===== src/rtl/mem_port_arbiter_if.sv =====
// Bundle of fetch, LSU and memory-side signals for mem_port_arbiter.
// slave is the arbiter view; master is the surrounding environment view.
interface mem_port_arbiter_if;
    logic        instr_req_i;
    logic [31:0] instr_addr_i;
    logic        instr_gnt_o;
    logic        instr_rvalid_o;
    logic [31:0] instr_rdata_o;
    logic        instr_err_o;
    logic        data_req_i;
    logic        data_we_i;
    logic [3:0]  data_be_i;
    logic [31:0] data_addr_i;
    logic [31:0] data_wdata_i;
    logic        data_gnt_o;
    logic        data_rvalid_o;
    logic [31:0] data_rdata_o;
    logic        data_err_o;
    logic        mem_req_o;
    logic        mem_we_o;
    logic [3:0]  mem_be_o;
    logic [31:0] mem_addr_o;
    logic [31:0] mem_wdata_o;
    logic        mem_gnt_i;
    logic        mem_rvalid_i;
    logic [31:0] mem_rdata_i;
    logic        mem_err_i;
    logic        protocol_err_o;

    modport slave (
        input  instr_req_i, instr_addr_i,
        input  data_req_i, data_we_i, data_be_i, data_addr_i, data_wdata_i,
        input  mem_gnt_i, mem_rvalid_i, mem_rdata_i, mem_err_i,
        output instr_gnt_o, instr_rvalid_o, instr_rdata_o, instr_err_o,
        output data_gnt_o, data_rvalid_o, data_rdata_o, data_err_o,
        output mem_req_o, mem_we_o, mem_be_o, mem_addr_o, mem_wdata_o,
        output protocol_err_o
    );

    modport master (
        output instr_req_i, instr_addr_i,
        output data_req_i, data_we_i, data_be_i, data_addr_i, data_wdata_i,
        output mem_gnt_i, mem_rvalid_i, mem_rdata_i, mem_err_i,
        input  instr_gnt_o, instr_rvalid_o, instr_rdata_o, instr_err_o,
        input  data_gnt_o, data_rvalid_o, data_rdata_o, data_err_o,
        input  mem_req_o, mem_we_o, mem_be_o, mem_addr_o, mem_wdata_o,
        input  protocol_err_o
    );
endinterface


===== src/rtl/mem_port_arbiter.sv =====
// Shares one memory port between fetch and LSU, routing in-order responses.
// Define ARB_ROUND_ROBIN_EN for round-robin arbitration (default: data first).
module mem_port_arbiter #(
    parameter int MAX_OUTSTANDING = 2
) (
    input logic clk,
    input logic rst,
    mem_port_arbiter_if.slave bus
);
    localparam int CW = $clog2(MAX_OUTSTANDING + 1);
    localparam int PW = (MAX_OUTSTANDING > 1) ? $clog2(MAX_OUTSTANDING) : 1;

    typedef enum logic {IDLE, LOCKED} state_t;

    state_t state, state_nxt;
    logic lock_owner, lock_owner_nxt;
    logic owner, owner_req, mem_req, grant;
    logic prefer_data, fifo_full, pop, head;
    logic [MAX_OUTSTANDING-1:0] fifo_q;
    logic [PW-1:0] wr_ptr, rd_ptr;
    logic [CW-1:0] count;
    logic protocol_err;

    function automatic logic [PW-1:0] wrap_inc(input logic [PW-1:0] p);
        return (p == PW'(MAX_OUTSTANDING - 1)) ? '0 : p + 1'b1;
    endfunction

`ifdef ARB_ROUND_ROBIN_EN
    always_ff @(posedge clk or posedge rst) begin
        if (rst) prefer_data <= 1'b1;
        else if (grant) prefer_data <= ~owner;
    end
`else
    assign prefer_data = 1'b1;
`endif

    always_ff @(posedge clk or posedge rst) begin
        if (rst) begin
            state      <= IDLE;
            lock_owner <= 1'b0;
        end else begin
            state      <= state_nxt;
            lock_owner <= lock_owner_nxt;
        end
    end

    // owner 1 = data, 0 = instr; LOCKED pins it until the address is taken
    always_comb begin
        state_nxt      = state;
        lock_owner_nxt = lock_owner;
        owner          = bus.data_req_i;
        if (state == LOCKED)
            owner = lock_owner;
        else if (bus.data_req_i && bus.instr_req_i)
            owner = prefer_data;
        owner_req = owner ? bus.data_req_i : bus.instr_req_i;
        mem_req   = owner_req & ~fifo_full;
        grant     = mem_req & bus.mem_gnt_i;
        case (state)
            IDLE: begin
                if (mem_req && !bus.mem_gnt_i) begin
                    state_nxt      = LOCKED;
                    lock_owner_nxt = owner;
                end
            end
            LOCKED: begin
                if (bus.mem_gnt_i) state_nxt = IDLE;
            end
            default: state_nxt = IDLE;
        endcase
    end

    assign fifo_full = (count == CW'(MAX_OUTSTANDING));
    assign pop       = bus.mem_rvalid_i & (count != '0);
    assign head      = fifo_q[rd_ptr];

    always_ff @(posedge clk or posedge rst) begin
        if (rst) begin
            fifo_q       <= '0;
            wr_ptr       <= '0;
            rd_ptr       <= '0;
            count        <= '0;
            protocol_err <= 1'b0;
        end else begin
            if (grant) begin
                fifo_q[wr_ptr] <= owner;
                wr_ptr         <= wrap_inc(wr_ptr);
            end
            if (pop) rd_ptr <= wrap_inc(rd_ptr);
            case ({grant, pop})
                2'b10:   count <= count + 1'b1;
                2'b01:   count <= count - 1'b1;
                default: count <= count;
            endcase
            if (bus.mem_rvalid_i && count == '0) protocol_err <= 1'b1;
        end
    end

    assign bus.mem_req_o   = mem_req;
    assign bus.mem_we_o    = owner & bus.data_we_i;
    assign bus.mem_be_o    = owner ? bus.data_be_i : 4'hF;
    assign bus.mem_addr_o  = owner ? bus.data_addr_i : bus.instr_addr_i;
    assign bus.mem_wdata_o = bus.data_wdata_i;

    assign bus.instr_gnt_o = grant & ~owner;
    assign bus.data_gnt_o  = grant & owner;

    assign bus.instr_rvalid_o = pop & ~head;
    assign bus.data_rvalid_o  = pop & head;
    assign bus.instr_rdata_o  = bus.instr_rvalid_o ? bus.mem_rdata_i : '0;
    assign bus.data_rdata_o   = bus.data_rvalid_o ? bus.mem_rdata_i : '0;
    assign bus.instr_err_o    = bus.instr_rvalid_o & bus.mem_err_i;
    assign bus.data_err_o     = bus.data_rvalid_o & bus.mem_err_i;

    assign bus.protocol_err_o = protocol_err;
endmodule


===== src/flat_wrapper.sv =====
// flat-port wrapper written by rule: the top's interface ports become plain ports
module mem_port_arbiter_flat 
#(
    parameter int MAX_OUTSTANDING = 2
)
  (clk, rst, bus_instr_req_i, bus_instr_addr_i, bus_data_req_i, bus_data_we_i, bus_data_be_i, bus_data_addr_i, bus_data_wdata_i, bus_mem_gnt_i, bus_mem_rvalid_i, bus_mem_rdata_i, bus_mem_err_i, bus_instr_gnt_o, bus_instr_rvalid_o, bus_instr_rdata_o, bus_instr_err_o, bus_data_gnt_o, bus_data_rvalid_o, bus_data_rdata_o, bus_data_err_o, bus_mem_req_o, bus_mem_we_o, bus_mem_be_o, bus_mem_addr_o, bus_mem_wdata_o, bus_protocol_err_o);
  mem_port_arbiter_if bus_i ();
  input logic clk;
  input logic rst;
  input wire logic [$bits(bus_i.instr_req_i)-1:0] bus_instr_req_i;
  input wire logic [$bits(bus_i.instr_addr_i)-1:0] bus_instr_addr_i;
  input wire logic [$bits(bus_i.data_req_i)-1:0] bus_data_req_i;
  input wire logic [$bits(bus_i.data_we_i)-1:0] bus_data_we_i;
  input wire logic [$bits(bus_i.data_be_i)-1:0] bus_data_be_i;
  input wire logic [$bits(bus_i.data_addr_i)-1:0] bus_data_addr_i;
  input wire logic [$bits(bus_i.data_wdata_i)-1:0] bus_data_wdata_i;
  input wire logic [$bits(bus_i.mem_gnt_i)-1:0] bus_mem_gnt_i;
  input wire logic [$bits(bus_i.mem_rvalid_i)-1:0] bus_mem_rvalid_i;
  input wire logic [$bits(bus_i.mem_rdata_i)-1:0] bus_mem_rdata_i;
  input wire logic [$bits(bus_i.mem_err_i)-1:0] bus_mem_err_i;
  output wire logic [$bits(bus_i.instr_gnt_o)-1:0] bus_instr_gnt_o;
  output wire logic [$bits(bus_i.instr_rvalid_o)-1:0] bus_instr_rvalid_o;
  output wire logic [$bits(bus_i.instr_rdata_o)-1:0] bus_instr_rdata_o;
  output wire logic [$bits(bus_i.instr_err_o)-1:0] bus_instr_err_o;
  output wire logic [$bits(bus_i.data_gnt_o)-1:0] bus_data_gnt_o;
  output wire logic [$bits(bus_i.data_rvalid_o)-1:0] bus_data_rvalid_o;
  output wire logic [$bits(bus_i.data_rdata_o)-1:0] bus_data_rdata_o;
  output wire logic [$bits(bus_i.data_err_o)-1:0] bus_data_err_o;
  output wire logic [$bits(bus_i.mem_req_o)-1:0] bus_mem_req_o;
  output wire logic [$bits(bus_i.mem_we_o)-1:0] bus_mem_we_o;
  output wire logic [$bits(bus_i.mem_be_o)-1:0] bus_mem_be_o;
  output wire logic [$bits(bus_i.mem_addr_o)-1:0] bus_mem_addr_o;
  output wire logic [$bits(bus_i.mem_wdata_o)-1:0] bus_mem_wdata_o;
  output wire logic [$bits(bus_i.protocol_err_o)-1:0] bus_protocol_err_o;
  assign bus_i.instr_req_i = bus_instr_req_i;
  assign bus_i.instr_addr_i = bus_instr_addr_i;
  assign bus_i.data_req_i = bus_data_req_i;
  assign bus_i.data_we_i = bus_data_we_i;
  assign bus_i.data_be_i = bus_data_be_i;
  assign bus_i.data_addr_i = bus_data_addr_i;
  assign bus_i.data_wdata_i = bus_data_wdata_i;
  assign bus_i.mem_gnt_i = bus_mem_gnt_i;
  assign bus_i.mem_rvalid_i = bus_mem_rvalid_i;
  assign bus_i.mem_rdata_i = bus_mem_rdata_i;
  assign bus_i.mem_err_i = bus_mem_err_i;
  assign bus_instr_gnt_o = bus_i.instr_gnt_o;
  assign bus_instr_rvalid_o = bus_i.instr_rvalid_o;
  assign bus_instr_rdata_o = bus_i.instr_rdata_o;
  assign bus_instr_err_o = bus_i.instr_err_o;
  assign bus_data_gnt_o = bus_i.data_gnt_o;
  assign bus_data_rvalid_o = bus_i.data_rvalid_o;
  assign bus_data_rdata_o = bus_i.data_rdata_o;
  assign bus_data_err_o = bus_i.data_err_o;
  assign bus_mem_req_o = bus_i.mem_req_o;
  assign bus_mem_we_o = bus_i.mem_we_o;
  assign bus_mem_be_o = bus_i.mem_be_o;
  assign bus_mem_addr_o = bus_i.mem_addr_o;
  assign bus_mem_wdata_o = bus_i.mem_wdata_o;
  assign bus_protocol_err_o = bus_i.protocol_err_o;
  mem_port_arbiter #(.MAX_OUTSTANDING(MAX_OUTSTANDING)) u_core (.clk(clk), .rst(rst), .bus(bus_i));
endmodule

===== config.mk =====
export PLATFORM = sky130hd
export DESIGN_NAME = mem_port_arbiter_flat
export DESIGN_NICKNAME = d
export VERILOG_FILES = /design/src/rtl/mem_port_arbiter_if.sv /design/src/rtl/mem_port_arbiter.sv /design/src/flat_wrapper.sv
export SDC_FILE = /design/constraint.sdc
export NUM_CORES = 1
export LEC_CHECK = 0
export BUFFER_PORTS_ARGS = -buffer_cell sky130_fd_sc_hd__buf_2
export CAP_MARGIN = 0
export CORE_AREA = 4 4 107 109
export DETAILED_ROUTE_END_ITERATION = 16
export DIE_AREA = 0 0 111 113
export GPL_TIMING_DRIVEN = 0
export SETUP_SLACK_MARGIN = 0.1
export SLEW_MARGIN = 20
export SYNTH_ARGS = -nofsm -noshare
export SYNTH_HDL_FRONTEND = slang
export SYNTH_SLANG_ARGS = --single-unit

===== constraint.sdc =====
create_clock -name clk -period 4.92 [get_ports clk]
set_input_delay 0.738 -clock clk [delete_from_list [all_inputs] [get_ports clk]]
set_output_delay 0.738 -clock clk [all_outputs]
set_load 0.01 [all_outputs]

==> results.ini <==
[sta]
hold_violations = 0
period_needed_ns = 2.918
setup_viol = 0
finalCritPeriodShare_pct = 59.30
timing.slew.headroom_pct = 55.57
finalSetupTns_ns = 0
tightest_slew_ns = 0.6480
drv_slew = 0
fin_skew_ns = 0.001267
rsz0062_at_grt = false
fmax_ghz = 0.3427

[setup_path]
critPathLaunch = bus_data_req_i
critPathTopFamily = multiplexers
start_kind = input port
reg2regPathDepth = 5
worst-setup-path-type = input port to output port
endpoint_kind = output port
crit_fanout = 10
r2r_start = u_core.state
cp_data_arrival_time_ns = 2.18
crit_slowest_cell = mux2i_1
crit_top_cell = buf_2
crit_cells = 5
cp.buffers_inverters = 3
crit_path_end = bus_mem_addr_o[11]
max_stage_delay_ns = 0.50
regToRegSetupSlack_ns = 3.12
r2r_end = u_core.count[1]
required_ns = 4.18
path_cells = buf_2 -> mux2i_1 -> buf_2 -> mux2_1 -> buf_2

[place]
io_buffers = 248
dp_hpwl_mm = 6.948
placed_cell_area_mm2 = 0.002977
gp_congestion = 0.8982
dpl.cell_count = 575

[layout]
final_common_cell = buf_2
fin_cells = 579
antenna_cells = 0
layout-drive-gt1-share_pct = 67.65
fin_nets = 581
final_cell_mix = 255 x buf_2, 66 x and2_1, 35 x buf_4
syn_to_final_growth_pct = 93.66
fin_area_mm2 = 0.003022

[synthesis]
yosysWarnings = 0
synthesis.nets = 328
synthCells = 187
syn_area_mm2 = 0.001560
synth_cell_types = 27
synth_top_area_share_pct = 26.46
ys_seq_area_share_pct = 14.43
synth_area_leader_cell = and2_1
netlist_top_cells_area = and2_1 26%, mux2_1 22%, buf_4 17%
synth_seq_cells = 9
avgSynthCellArea_um2 = 8.344

[power_and_ir_drop]
power_density_mw_per_mm2 = 330.8
vdd_drop_max_mv = 0.1138
p_leak_nw = 1.824

[global_route]
antenna_found_initial = 0
grt_pass1_vias = 2110
grt_remaining_overflow = 0
grt_pass1_wl_mm = 10.67
grt_max_degree = 11
grtUsageTotal_pct = 10.48

[routing]
first_iter_violations = 67
wl_per_cell_um = 12.89
avgViaCountPerCell = 3.826
wl_mm = 7.461
vias = 2215
drc = 0
ant_nets = 0
drt-pass1-iter-count = 4

[floorplan]
fp.dieW_um = 111
rows = 38
die_y_um = 113
start_util_pct = 14.72
pin_count = 281
placeableCoreArea_mm2 = 0.01060
die_area_mm2 = 0.01254

[clock_network]
numCtsBuffers = 3
clkTransAtPathRegs_ns = 0.04
clock_sinks = 9
cts_setup_buffers = 0
clockBufferDepth = 2
ctsResizeCount = 0
root_buffer = clkbuf_8
cts_tree = done
holdBufCountCts = 0
cts_max_level = 1
clkLatencyLatePin_ns = 0.23

[run]
maxCapViolCount = 0

[status]
status = complete, no violations

[min_path]
holdCritPathClass = flip-flop to flip-flop

[cell usage after synthesis, drive strengths merged]
| cell | number |
|---|---|
| or3b | 1 |
| a22o | 1 |
| and2 | 66 |
| inv | 3 |
| mux2 | 32 |
| o211a | 1 |
| or2 | 4 |
| dfrtp | 9 |
| xor2 | 1 |
| ha | 1 |
| buf | 42 |
| o31ai | 2 |
| nor2 | 6 |
| nand2 | 1 |
| nor3b | 1 |
| o2111ai | 1 |
| a21o | 1 |
| mux2i | 2 |
| a21boi | 1 |
| o21ai | 3 |
| nand2b | 1 |
| xnor2 | 4 |
| nor2b | 3 |
[stage by stage]
| stage | util, % | setup WS [ns] | power [mW] | hold slack, ns |
|---|---|---|---|---|
| final | 28.50 | 2.002 | 0.9996 | 0.4472 |
| after global routing | 28.50 | 1.835 | 1.089 | 0.4772 |
| after CTS | 28.50 | 1.886 | 1.026 | 0.4508 |
| after detailed placement | 28.07 | 1.881 | 0.9353 | 0.4411 |
| after global placement | 28.07 | 1.911 | 0.9203 | 0.4420 |
| after floorplan | - | 2.588 | 0.6003 | 0.4601 |
[sequential cells by signal, summed over array words and instances (netlist names)]
name	flops
u_core.bus.protocol_err_o	1
u_core.count	2
u_core.fifo_q	2
u_core.lock_owner	1
u_core.rd_ptr	1
u_core.state	1
u_core.wr_ptr	1
[how the worst min path moves through the flow]
stage / to / slack [ns] / cells after the start / startpoint
6_report: u_core.bus.protocol_err_o / 0.45 / 1 / u_core.bus.protocol_err_o
5_1_grt: u_core.count[1] / 0.48 / 2 / rst
4_1_cts: u_core.bus.protocol_err_o / 0.45 / 1 / u_core.bus.protocol_err_o
3_5_place_dp: u_core.bus.protocol_err_o / 0.44 / 1 / u_core.bus.protocol_err_o
3_3_place_gp: u_core.bus.protocol_err_o / 0.44 / 1 / u_core.bus.protocol_err_o
2_1_floorplan: u_core.fifo_q[1] / 0.46 / 2 / u_core.fifo_q[1]
[cell families (layout without fill, tap and decap cells)]
family / count (synthesis) / after routing / share of synthesized area, %
AOI/OAI and AO/OA: 10 / 10 / 5.052
buffers and inverters: 45 / 297 / 19.81
muxes: 34 / 34 / 24.38
and+or+nand+nor: 83 / 83 / 32.72
DFF: 9 / 9 / 14.43
adders and majority gates: 1 / 1 / 0.8018
xor gates and xnor gates: 5 / 5 / 2.807
[final cells by class]
cell class / instances / area (µm²)
Buffer: 42 / 297.8
Clock buffer: 4 / 45.04
Fill cell: 1164 / 7581
Inverter: 3 / 11.26
Multi-Input combinational cell: 133 / 1026
Sequential cell: 9 / 225.2
Tap cell: 140 / 175.2
Timing Repair Buffer: 248 / 1241
[layer usage]
metal	share of wire (%)	GRT usage, %
met5	0	0
met3	12	2.567
met2	54	21.72
met4	0.97	2.545
met1	33	10.27
[worst reg2reg max path, delay by kind of cell, from the launching register on]
kind,cells,cell delay (ns)
simple gates,2,0.56
fa+ha+maj,1,0.36
flops,1,0.42
compound gates,1,0.24
xor+xnor,1,0.15
[power by group]
group | total (mW) | switching, mW | internal (mW)
combinational | 0.776 | 0.403 | 0.373
clock | 0.0843 | 0.0279 | 0.0563
sequential | 0.139 | 0.0323 | 0.107
(Power assumes the default switching activity.)
